--- config.mk ---
export PLATFORM = sky130hd
export DESIGN_NAME = range_stream_sender
export DESIGN_NICKNAME = d
export VERILOG_FILES = /design/src/rtl/range_stream_sender.sv
export SDC_FILE = /design/constraint.sdc
export NUM_CORES = 1
export LEC_CHECK = 0
export ABC_AREA = 0
export BUFFER_PORTS_ARGS = -buffer_cell sky130_fd_sc_hd__buf_4
export CORE_UTILIZATION = 60
export CTS_CLUSTER_DIAMETER = 150
export DETAILED_ROUTE_END_ITERATION = 8
export PLACE_DENSITY = 0.79
export SETUP_SLACK_MARGIN = 0.1
export SYNTH_ARGS = -nofsm -noshare
export SYNTH_HDL_FRONTEND = slang
export SYNTH_SLANG_ARGS = --single-unit
--- constraint.sdc ---
create_clock -name clock -period 5.5 [get_ports clock]
set_input_delay 1.65 -clock clock [delete_from_list [all_inputs] [get_ports clock]]
set_output_delay 1.65 -clock clock [all_outputs]
set_load 0.1 [all_outputs]
--- src/rtl/range_stream_sender.sv ---
// range_stream_sender: transmit side of the go/finish sample-stream protocol.
// Samples are queued in a small FIFO; a burst command sends `len` words as a
// go-marked first word, middle words and a finish-marked last word, then one
// idle GAP cycle that pulses done and publishes max-min of the burst.
//
// Handshakes: a push happens when wr_valid && wr_ready (wr_ready = FIFO not
// full). A burst command is accepted when start && start_ready (IDLE only).
// On the receive side there is no backpressure; a stall (FIFO empty mid-burst)
// holds data_out with go=finish=0, which cannot move the receiver's min/max.
module range_stream_sender #(
  parameter int WIDTH = 16,
  parameter int DEPTH = 8,
  parameter int LEN_W = 8
) (
  input  logic             clock,
  input  logic             reset,
  input  logic             wr_valid,
  input  logic [WIDTH-1:0] wr_data,
  output logic             wr_ready,
  input  logic             start,
  input  logic [LEN_W-1:0] len,
  output logic             start_ready,
  output logic [WIDTH-1:0] data_out,
  output logic             go,
  output logic             finish,
  output logic             busy,
  output logic             done,
  output logic [WIDTH-1:0] exp_range,
  output logic             cmd_error,
  output logic [7:0]       stall_count
);

  localparam int AW = $clog2(DEPTH);
  localparam logic [AW:0] FULL_CNT = (AW+1)'(DEPTH);

  typedef enum logic [1:0] {
    ST_IDLE   = 2'd0,
    ST_ARM    = 2'd1,
    ST_STREAM = 2'd2,
    ST_GAP    = 2'd3
  } state_e;

  // FIFO storage and bookkeeping
  logic [WIDTH-1:0] mem_q [DEPTH];
  logic [AW-1:0]    wr_ptr_q, rd_ptr_q;
  logic [AW:0]      count_q;
  logic             full, empty, push, pop;
  logic [WIDTH-1:0] head;

  // FSM and datapath registers
  state_e           state_q;
  logic [LEN_W-1:0] rem_q;
  logic [WIDTH-1:0] min_q, max_q, data_q, exp_q;
  logic             go_q, finish_q, done_q, cmd_error_q;
  logic [7:0]       stall_q;

  assign full  = (count_q == FULL_CNT);
  assign empty = (count_q == '0);
  assign head  = mem_q[rd_ptr_q];
  assign push  = wr_valid && !full;
  // rem_q == 0 in STREAM means the finish word is already on the wire.
  assign pop   = !empty && ((state_q == ST_ARM) ||
                            ((state_q == ST_STREAM) && (rem_q != '0)));

  assign wr_ready    = !full;
  assign start_ready = (state_q == ST_IDLE);
  assign busy        = (state_q != ST_IDLE);
  assign data_out    = data_q;
  assign go          = go_q;
  assign finish      = finish_q;
  assign done        = done_q;
  assign exp_range   = exp_q;
  assign cmd_error   = cmd_error_q;
  assign stall_count = stall_q;

  // FIFO data write; storage needs no reset because count_q gates reads
  always_ff @(posedge clock) begin
    if (push) mem_q[wr_ptr_q] <= wr_data;
  end

  // FIFO pointers and occupancy; a written word becomes visible next cycle
  always_ff @(posedge clock) begin
    if (reset) begin
      wr_ptr_q <= '0;
      rd_ptr_q <= '0;
      count_q  <= '0;
    end else begin
      if (push) wr_ptr_q <= wr_ptr_q + AW'(1);
      if (pop)  rd_ptr_q <= rd_ptr_q + AW'(1);
      case ({push, pop})
        2'b10:   count_q <= count_q + (AW+1)'(1);
        2'b01:   count_q <= count_q - (AW+1)'(1);
        default: count_q <= count_q;
      endcase
    end
  end

  // Burst sequencer with registered protocol outputs
  always_ff @(posedge clock) begin
    if (reset) begin
      state_q     <= ST_IDLE;
      rem_q       <= '0;
      min_q       <= '0;
      max_q       <= '0;
      data_q      <= '0;
      exp_q       <= '0;
      go_q        <= 1'b0;
      finish_q    <= 1'b0;
      done_q      <= 1'b0;
      cmd_error_q <= 1'b0;
      stall_q     <= '0;
    end else begin
      done_q      <= 1'b0;
      cmd_error_q <= 1'b0;
      case (state_q)
        ST_IDLE: begin
          go_q     <= 1'b0;
          finish_q <= 1'b0;
          data_q   <= '0;
          if (start) begin
            if (len < LEN_W'(2)) begin
              cmd_error_q <= 1'b1;
            end else begin
              rem_q   <= len;
              min_q   <= '0;
              max_q   <= '0;
              stall_q <= '0;
              state_q <= ST_ARM;
            end
          end
        end
        ST_ARM: begin
          finish_q <= 1'b0;
          if (!empty) begin
            data_q  <= head;
            go_q    <= 1'b1;
            min_q   <= head;
            max_q   <= head;
            rem_q   <= rem_q - LEN_W'(1);
            state_q <= ST_STREAM;
          end else begin
            go_q   <= 1'b0;
            data_q <= '0;
          end
        end
        ST_STREAM: begin
          go_q <= 1'b0;
          if (rem_q == '0) begin
            finish_q <= 1'b0;
            data_q   <= '0;
            done_q   <= 1'b1;
            exp_q    <= max_q - min_q;
            state_q  <= ST_GAP;
          end else if (empty) begin
            finish_q <= 1'b0;
            if (stall_q != 8'hFF) stall_q <= stall_q + 8'd1;
          end else begin
            data_q   <= head;
            finish_q <= (rem_q == LEN_W'(1));
            rem_q    <= rem_q - LEN_W'(1);
            if (head < min_q) min_q <= head;
            if (head > max_q) max_q <= head;
          end
        end
        default: begin
          go_q     <= 1'b0;
          finish_q <= 1'b0;
          data_q   <= '0;
          state_q  <= ST_IDLE;
        end
      endcase
    end
  end

endmodule

==> reports/metrics.yaml <==
status: "complete, no violations"
grt_pass1_wl_um: 34500
cts_max_level: 1
die_y_um: 134
final_area_um2: 12000
pin_count: 75
n_antenna_cell: 0
io_buffers: 74
hold_violations: 0
synth_edf_count: 128
p_seq_frac: 0.330
globalplace.congestion: 0.818
tritoncts: "done"
p_int_w: 0.00399
ys_ff_latch: 227
wl_per_cell_um: 18.8
crit_required_ns: 5.86
mostFrequentLayoutCells: "edfxtp_1 (128), nor2_1 (102), dfxtp_1 (98)"
core_um2: 16800
power.share.switching: 0.392
netlist_instances: 855
clk_pin_slew_ns: 0.06
grt_pass1_vias: 6765
drtIter0Drc: 473
placed_area_um2: 11300
drcViolationCount: 0
nFillCells: 1215
post-route-period-util: 0.763
fin_skew_ns: 0.0163
rsz0062_at_grt: "no"
ys_seq_area_frac: 0.556
ys_async_sr_fraction: 0
syn_nets: 943
via_per_inst: 5.99
final-setup-viol-count: 0
grt-ovfl-total: 0
cts_buffer_depth: 3
clk_latency_ns: 0.52
layout_min_cycle_time_ns: 4.20
rr_endpoint: "max_q[13]"
fp-row-count: 47
antenna_left: 0
antenna_found_initial: 0
pwr-share-clk: 0.227
leakagePower_nw: 4.42
drtPass1Iterations: 5
initial_core_util: 0.623
r2r_setup_slack_ns: 1.30
num-nets-final: 1021
final_common_cell: "edfxtp_1"
combPwrFrac: 0.443
peakVddDrop_mv: 0.351
clock_sinks: 227
hold_buffers: 0
path_max_fanout: 19
power_per_cell_area_nw_per_um2: 546
cap_violations: 0
fmax_ghz: 0.238
hold_ws_ns: 0.450
final-max-slew-violation-count: 0
worstMarginPinSlew_ns: 1.12
die-width_um: 134
post-dp-hpwl_um: 14500
reg2reg_depth: 10
cts-root-buf: "clkbuf_16"
min_from: "exp_range[6]"
die_area_um2: 18000
cts_made_buffers: 24
end_kind: "flip-flop"
worst_setup_path_start_kind: "flip-flop"
wirelength_um: 22000
avgSynthCellArea_um2: 12.3
grt_util_all_layers: 0.246
grt_max_degree: 103
setup-tns-final_ns: 0
ys.flop_type: "edfxtp_1"
crit_arrival_ns: 4.55
cts_resized: 0
yosysWarnings: 0
criticalPathCategory: "reg -> reg"
holdCritPathClass: "reg -> reg"
relSlewSlack: 0.250
drive_gt1_frac: 0.198
hold_end: "exp_range[6]"
cts_setup_buffers: 0
switching_power_w: 0.00257
multi_input_area_um2: 4370
syn_area_um2: 10500
area_growth_pct: 14.8
regArea_um2: 5830
p_total_w: 0.00656
whs_path_depth: 2
yosysUniqueCellTypes: 67
vias: 6999
==> worst max-delay path: stages (launching register included) <==
cell,delay [ns]
dfxtp_2,0.75
buf_4,0.41
mux4_2,0.55
mux2_2,0.32
ha_1,0.21
a2111oi_0,0.42
o211a_1,0.21
o211ai_1,0.13
a21oi_4,0.66
mux2i_1,0.27
nor2_1,0.06
==> registers in the layout, indices dropped and copies added, names as in the netlist, 4 cells and up, named ones only <==
name and count:
stall_count 8, data_out 16, max_q 16, rem_q 8, count_q 4, exp_range 16, min_q 16, mem_q 128
==> power groups by stage <==
stage | sequential [W] | clock (W) | combinational [W]
after floorplan | 0.00228 | 0 | 0.00216
after global placement | 0.00219 | 0 | 0.00282
after detailed placement | 0.00219 | 0 | 0.00286
after CTS | 0.00216 | 0.00151 | 0.00289
after global routing | 0.00219 | 0.00158 | 0.00319
final | 0.00216 | 0.00149 | 0.00291
==> cell type report <==
type | count | share of cell area
Clock buffer | 28 | 0.0512
Clock inverter | 14 | 0.00937
Inverter | 46 | 0.0144
Multi-Input combinational cell | 547 | 0.363
Sequential cell | 227 | 0.485
Tap cell | 220 | 0.0229
Timing Repair Buffer | 87 | 0.0543
==> Yosys cell counts, drive strengths merged (10+ instances only) <==
master,count,share of area
edfxtp,128,0.37
nor2,102,0.037
dfxtp,99,0.19
ha,58,0.069
inv,45,0.016
nand2,42,0.016
a21oi,38,0.019
mux2i,34,0.032
mux4,32,0.069
o21ai,29,0.015
clkbuf,26,0.0094
a22oi,21,0.015
nand3,18,0.0086
nor3,18,0.0096
and2,17,0.010
mux2,17,0.018
a211oi,11,0.0079
nor4,10,0.0074
o21a,10,0.0072
==> layer usage <==
| metal | share of wire | GRT usage |
|---|---|---|
| met2 | 0.50 | 0.435 |
| met1 | 0.42 | 0.314 |
| met3 | 0.055 | 0.0367 |
| met5 | 0 | 0 |
| met4 | 0.023 | 0.0737 |
==> metrics by stage <==
stage | worst slack (ns) | cells | utilization
after CTS | 1.26 | 1169 | 0.715
after floorplan | 1.44 | 855 | -
after global placement | 1.44 | 1127 | 0.671
after detailed placement | 1.30 | 1127 | 0.671
final | 1.30 | 1169 | 0.715
after global routing | 0.961 | 1169 | 0.715
==> how the worst max path moves through the flow <==
stage,start,to,cells after the start
detailed placement,flip-flop,max_q[13],10
floorplan,wr_valid,mem_q[4][0],2
finish,flip-flop,max_q[13],10
CTS,flip-flop,max_q[13],10
global placement,flip-flop,min_q[2],11
global route,flip-flop,max_q[14],10
==> logic make-up after synthesis <==
kind of cell,after synthesis,share of synthesized area
AND/OR/NAND/NOR,250,0.118
flip-flops,227,0.556
AO/OA/AOI/OAI,138,0.0890
multiplexers,83,0.120
buffers and inverters,81,0.0308
adder cells (fa/ha/maj),60,0.0731
XOR/XNOR,16,0.0134
No activity file was read; power rests on OpenSTA's default activity.
